[config.mk]
export PLATFORM = sky130hd
export DESIGN_NAME = fe_stage_btb
export DESIGN_NICKNAME = d
export VERILOG_FILES = /design/src/rtl/fe_stage_btb.sv
export SDC_FILE = /design/constraint.sdc
export NUM_CORES = 2
export LEC_CHECK = 0
export BUFFER_PORTS_ARGS = -buffer_cell sky130_fd_sc_hd__clkbuf_2
export CORE_AREA = 2 2 296 298
export DETAILED_ROUTE_END_ITERATION = 16
export DIE_AREA = 0 0 298 300
export HOLD_SLACK_MARGIN = 0.08
export PLACE_DENSITY = 0.77
export SETUP_SLACK_MARGIN = 0.4
export SLEW_MARGIN = 0
export SYNTH_ARGS = -nofsm -noshare
export SYNTH_HDL_FRONTEND = slang
export SYNTH_SLANG_ARGS = --single-unit
[constraint.sdc]
create_clock -name clk -period 44.3 [get_ports clk]
set_clock_uncertainty 0.2 [all_clocks]
set_input_delay 8.86 -clock clk [delete_from_list [all_inputs] [get_ports clk]]
set_output_delay 8.86 -clock clk [all_outputs]
set_load 0.005 [all_outputs]
[src/rtl/fe_stage_btb.sv]
// Fetch stage: holds the PC, predicts next PC with a direct-mapped BTB,
// registers fetched instruction plus metadata into the FE latch.
// Ports:
//   clk, reset            - clock, async active-high reset
//   stall_de_i            - DE asks FE to hold PC and latch
//   redirect_valid_i/target_i - AGEX redirect, flushes the latch
//   btb_update_*          - AGEX writes one BTB entry per cycle
//   imem_addr_o/rdata_i   - instruction memory, same-cycle read
//   fe_*                  - FE latch contents and delivered-inst count
module fe_stage_btb #(
    parameter int          DBITS        = 32,
    parameter int          INSTBITS     = 32,
    parameter logic [31:0] START_PC     = 32'h0000_0200,
    parameter int          BTB_IDX_BITS = 4,
    parameter logic [31:0] NOP_INST     = 32'h0000_0013
) (
    input  logic                clk,
    input  logic                reset,
    input  logic                stall_de_i,
    input  logic                redirect_valid_i,
    input  logic [DBITS-1:0]    redirect_target_i,
    input  logic                btb_update_i,
    input  logic [DBITS-1:0]    btb_update_pc_i,
    input  logic [DBITS-1:0]    btb_update_target_i,
    output logic [DBITS-1:0]    imem_addr_o,
    input  logic [INSTBITS-1:0] imem_rdata_i,
    output logic                fe_valid_o,
    output logic [INSTBITS-1:0] fe_inst_o,
    output logic [DBITS-1:0]    fe_pc_o,
    output logic [DBITS-1:0]    fe_pcplus_o,
    output logic                fe_pred_taken_o,
    output logic [DBITS-1:0]    fe_pred_target_o,
    output logic [DBITS-1:0]    fe_inst_count_o
);

    localparam int ENTRIES = 1 << BTB_IDX_BITS;
    localparam int TAGBITS = DBITS - BTB_IDX_BITS - 2;

    logic [DBITS-1:0]        r_pc;
    logic [ENTRIES-1:0]      r_btb_valid;
    logic [TAGBITS-1:0]      r_btb_tag    [ENTRIES];
    logic [DBITS-1:0]        r_btb_target [ENTRIES];

    logic                    r_valid;
    logic [INSTBITS-1:0]     r_inst;
    logic [DBITS-1:0]        r_fpc;
    logic [DBITS-1:0]        r_fpcplus;
    logic                    r_pred_taken;
    logic [DBITS-1:0]        r_pred_target;
    logic [DBITS-1:0]        r_count;

    logic [BTB_IDX_BITS-1:0] w_idx;
    logic [TAGBITS-1:0]      w_tag;
    logic [BTB_IDX_BITS-1:0] w_upd_idx;
    logic [TAGBITS-1:0]      w_upd_tag;
    logic                    w_hit;
    logic [DBITS-1:0]        w_pcplus;
    logic [DBITS-1:0]        w_next_pc;
    logic [DBITS-1:0]        w_pred_target;
    logic [DBITS-1:0]        w_redirect_pc;

    assign w_idx     = r_pc[BTB_IDX_BITS+1:2];
    assign w_tag     = r_pc[DBITS-1:BTB_IDX_BITS+2];
    assign w_upd_idx = btb_update_pc_i[BTB_IDX_BITS+1:2];
    assign w_upd_tag = btb_update_pc_i[DBITS-1:BTB_IDX_BITS+2];

    // Lookup reads the registered array, so an update written on this
    // edge is not visible to the lookup happening in the same cycle.
    assign w_hit         = r_btb_valid[w_idx] && (r_btb_tag[w_idx] == w_tag);
    assign w_pcplus      = r_pc + DBITS'(4);
    assign w_pred_target = w_hit ? r_btb_target[w_idx] : '0;
    assign w_next_pc     = w_hit ? r_btb_target[w_idx] : w_pcplus;
    assign w_redirect_pc = {redirect_target_i[DBITS-1:2], 2'b00};

    assign imem_addr_o = r_pc;

    always_ff @(posedge clk or posedge reset) begin
        if (reset) begin
            r_btb_valid <= '0;
            for (int i = 0; i < ENTRIES; i++) begin
                r_btb_tag[i]    <= '0;
                r_btb_target[i] <= '0;
            end
        end else if (btb_update_i) begin
            r_btb_valid[w_upd_idx]  <= 1'b1;
            r_btb_tag[w_upd_idx]    <= w_upd_tag;
            r_btb_target[w_upd_idx] <= btb_update_target_i;
        end
    end

    always_ff @(posedge clk or posedge reset) begin
        if (reset) begin
            r_pc          <= DBITS'(START_PC);
            r_valid       <= 1'b0;
            r_inst        <= INSTBITS'(NOP_INST);
            r_fpc         <= '0;
            r_fpcplus     <= '0;
            r_pred_taken  <= 1'b0;
            r_pred_target <= '0;
            r_count       <= '0;
        end else if (redirect_valid_i) begin
            // Redirect wins over stall: the latch becomes one bubble.
            r_pc          <= w_redirect_pc;
            r_valid       <= 1'b0;
            r_inst        <= INSTBITS'(NOP_INST);
            r_fpc         <= '0;
            r_fpcplus     <= '0;
            r_pred_taken  <= 1'b0;
            r_pred_target <= '0;
        end else if (!stall_de_i) begin
            r_pc          <= w_next_pc;
            r_valid       <= 1'b1;
            r_inst        <= imem_rdata_i;
            r_fpc         <= r_pc;
            r_fpcplus     <= w_pcplus;
            r_pred_taken  <= w_hit;
            r_pred_target <= w_pred_target;
            r_count       <= r_count + DBITS'(1);
        end
    end

    assign fe_valid_o       = r_valid;
    assign fe_inst_o        = r_inst;
    assign fe_pc_o          = r_fpc;
    assign fe_pcplus_o      = r_fpcplus;
    assign fe_pred_taken_o  = r_pred_taken;
    assign fe_pred_target_o = r_pred_target;
    assign fe_inst_count_o  = r_count;

endmodule

# Word-level counts from Yosys, hierarchy flattened
# Cells that the tools add are included.
[totals]
wordCells = 92
output_inout_bits = 194
inputBits = 133
regBits = 1138
[classes]
bitwise_logic = 5
n_lt_le_gt_ge = 6
n_eq_ne = 2
n_reduce_logical = 4
n_mux = 32
n_addsub = 2
[ops]
columns = ["operator", "n"]
rows = [
  ["$bwmux W512", 1],
  ["$mux W32", 15],
  ["$bwmux W416", 1],
  ["$bmux W32 S4", 1],
  ["$demux W32 S4", 1],
  ["$bmux W26 S4", 1],
  ["$demux W26 S4", 1],
  ["$mux W26", 3],
  ["$add A32 B1 Y32 const B", 1],
  ["$add A32 B3 Y32 const B", 1],
  ["$eq A26 B26 Y1", 1],
  ["$or A16 B16 Y16", 1],
  ["$ge A5 B5 Y1 const B", 2],
  ["$lt A4 B5 Y1 const B", 2],
  ["$not A4 Y5", 2],
  ["$mux W1", 6],
  ["$lt A5 B1 Y1 const B", 1],
  ["$bmux W1 S4", 1],
  ["$demux W1 S4", 1],
  ["$ge A4 B1 Y1 const B", 1],
  ["$logic_and A1 B1 Y1", 3],
  ["$ne A2 B1 Y1 const B", 1],
  ["$not A1 Y1", 2],
  ["$reduce_and A2 Y1", 1],
]

# Depth between registers and ports, before layout
[depth]
word_depth = 9
depth_mapped = 18
ltp_nobuf = 10

# Worst setup path after synthesis
# Ideal clock, no wire load.
[synth_timing]
kind = "input port to flip-flop"
from = "input btb_update_pc_i[4]"
to = "register r_btb_target[416] (netlist name)"
setup_time_ns = 0.125
arrival_ns = 10.610
slack_ns = 33.365
n_path_buf = 3
cell_stages = 5
required_ns = 43.975
path_cell_list = "clkbuf_1 -> nor4_1 -> clkbuf_1 -> buf_1 -> mux2_2"
[synth_via]
elab_chain_cells = 6
elab_cells_between_ends = 7
classes_between = "order compare (2); mux (3); bitwise (1); reduce/logical (1)"
[synth_rtl]
columns = ["element", "line", "rtl"]
rows = [
  ["from (decl)", "23", "input logic [DBITS-1:0] btb_update_pc_i,"],
  ["$not A4 Y5 (implied by the code) (*)", "87", "r_btb_target[w_upd_idx] <= btb_update_target_i;"],
  ["$ge A5 B5 Y1 (implied by the code) / $lt A5 B1 Y1 (equally long branches)", "87", ""],
  ["$logic_and A1 B1 Y1 (implied by the code)", "87", ""],
  ["$mux W32 (implied by the code)", "87", ""],
  ["$demux W32 S4 (*)", "87", ""],
  ["$bwmux W512 (*)", "87", ""],
  ["to (signal, indexed assignment)", "87", ""],
  ["to (decl)", "42", "logic [DBITS-1:0] r_btb_target [ENTRIES];"],
]
# Mark *: on every way between the ends. The rest lies on a longest branch, timed or not.
# A chain may end at the register's enable or synchronous reset.

==> metrics <==
hold_buf cts=0; Switching Fraction=0.277; worst setup margin=31.61 ns; clock latency on the worst-skew pair=0.72 ns; min Tclk post-route=12.69 ns; Finish-stage setup viols=0; GRT Overall Usage=0.316; fin crit share=0.286; first-pass GRT wire length=214000 um; #FFs+latches synth=1136; Crit Path Max Fanout=116; core box area=0.0862 mm2; CP Class=input pin to asynchronous set/reset pin; Die H=300 um; part of the power in combinational logic=0.210; initial antenna violation count=11; clock buffer depth=3; Die Area=0.0894 mm2; total CTS buffers=115; Arr. time, crit path=13.04 ns; switching power=834 uW; Post-synth EDFFs=0; maxcap violations=0; CTS tree=yes; top-area cell type share of the netlist area=0.543; setup_tns=0 ns; Slew HR=0.250; peak supply drop=0.0406 mV; initial drt markers=2840; Mapped Avg Cell Area=14.3 um2; IO Port Bufs=322; sequential-to-total area share from yosys stat=0.545; Clock Power Share=0.334; share of cells above drive strength 1=0.459; status=completed; most frequent cells in the layout=1128 x dfrtp_1, 948 x mux2_2, 320 x clkbuf_2; 1st-pass router iterations=6; placed cell count=4858; Synth area leaders=dfrtp_1 54%, mux2_2 20%, mux4_2 9.6%; row count=108; Initial Utilization=0.605; data required time of the worst path=44.65 ns; Final ANT Viol Nets=0; Net Count, Synth=3769; die width=298 um; Ports=327; WL per Instance=27.6 um; Total Wirelength=140000 um; clock root buffer=clkbuf_16; Total Power=3010 uW; Max Slew Vio Count=0; non-filler cells, final=5076; dpl ws=30.72 ns; Final nets=3955; HPWL after detailed placement=84600 um; DRC viols=0; crit end category=asynchronous set/reset pin; postcts setup bufs=0; Yosys cell types=78; Layout Utilization=0.678; Power Density=51.6 mW/mm2; Via Count=32700; clk slew on worst S/H paths=0.06 ns; clock sink total=1136; Max Fclk=78.8 MHz; Startpoint Class=input pin; H-tree levels=3; RSZ-0062 raised after global routing=no; Leakage=0.0260 uW; most common cell after layout, fill and taps aside=dfrtp_1; Post-Syn Instances=3634; Int Power=2180 uW; cell taking the most area after synthesis=dfrtp_1; Top FF cell, synth=dfrtp_1; Seq pwr share=0.457; vias in the first global route=34200; via/cell ratio=6.45; ys async rst share=1.00; P&R area growth vs syn=12.1%; GP Congestion=0.943; grt ovf=0; Post-Syn Area=0.0521 mm2; largest net degree at the start of global routing=181; final hold vios=0; Slew @ Worst Pin=1.11 ns; Resized cells post-CTS=0; HP Class=flop to flop; Warnings, synthesis=0
area by class of cell:
cell class / count / area (um2)
timing repair buffer: 389 / 2150
antenna: 7 / 17.5
clock buffer: 173 / 3420
sequential: 1136 / 28400
inverter: 19 / 81.3
tap: 1155 / 1450
clock inverter: 38 / 523
multi-input combinational: 2159 / 22400
fill: 6060 / 27800
power by group through the flow:
stage | Sequential (uW) | Combinational, uW | Clock, uW
2_1_floorplan | 1350 | 479 | 0
3_3_place_gp | 1370 | 610 | 0
3_5_place_dp | 1390 | 627 | 0
4_1_cts | 1370 | 632 | 1020
5_1_grt | 1400 | 677 | 1060
6_report | 1380 | 632 | 1010
synth_stat cells, drive strengths merged (29+ instances only):
| cell type | n |
|---|---|
| buf | 92 |
| clkbuf | 228 |
| dfrtp | 1132 |
| nor2 | 143 |
| a21oi | 40 |
| o21ai | 44 |
| a22o | 40 |
| nand2 | 135 |
| a22oi | 35 |
| mux4 | 222 |
| mux2i | 172 |
| nor3 | 29 |
| xnor2 | 37 |
| mux2 | 949 |
| nand3 | 36 |
registers in the layout (all words and copies together), names as in the netlist, 30 cells and up:
| signal | count |
|---|---|
| fe_pred_target_o | 32 |
| fe_pcplus_o | 30 |
| r_btb_tag | 416 |
| fe_inst_o | 32 |
| fe_pc_o | 32 |
| imem_addr_o | 32 |
| r_btb_target | 512 |
| fe_inst_count_o | 32 |
metal layers:
metal | wire length (um) | share of wire | vias to the layer above | track usage
met5 | 24 | 0.00017 | - | 0
met4 | 6340 | 0.045 | 4 | 0.138
met3 | 10400 | 0.075 | 361 | 0.0674
met2 | 65900 | 0.47 | 1305 | 0.497
met1 | 57300 | 0.41 | 17300 | 0.431
li1 | - | - | 13700 | -
worst paths after layout:
path                       cells after the start       startpoint                   to  slack [ns]
setup / recovery                               6            reset       imem_addr_o[2]       31.61
hold / removal                                 1  r_btb_valid[13]      r_btb_valid[13]        0.26
setup reg to reg                              11   imem_addr_o[3]  fe_pred_target_o[9]       37.74
hold reg to reg                                1  r_btb_valid[13]      r_btb_valid[13]        0.26
max in group clk                               9       stall_de_i      imem_addr_o[16]       32.97
min in group asynchronous                      2            reset    r_btb_target[186]        8.11
critical path: stages:
cell and delay, ns:
clkbuf_2 0.12, inv_8 0.53, buf_4 0.79, buf_4 0.79
buf_4 0.83, buf_4 0.87
stage by stage:
step / instance area, um2 / hold slack (ns)
after floorplan: 52100 / 0.229
after global placement: 54500 / 0.244
after detailed placement: 54500 / 0.251
after CTS: 58400 / 0.266
after global routing: 58400 / 0.280
final: 58400 / 0.261
kinds of logic (layout without fill, tap and decap cells):
| logic type | Yosys count | count (layout) | synth area share |
|---|---|---|---|
| other cells | 0 | 7 | 0 |
| xor+xnor | 64 | 64 | 0.0108 |
| flops | 1136 | 1136 | 0.545 |
| fa+ha+maj | 2 | 2 | 0.000480 |
| compound gates | 266 | 266 | 0.0365 |
| mux | 1343 | 1343 | 0.334 |
| simple gates | 484 | 484 | 0.0449 |
| buf+inv | 339 | 619 | 0.0281 |
Note: power is estimated with default switching activity, not from simulation.
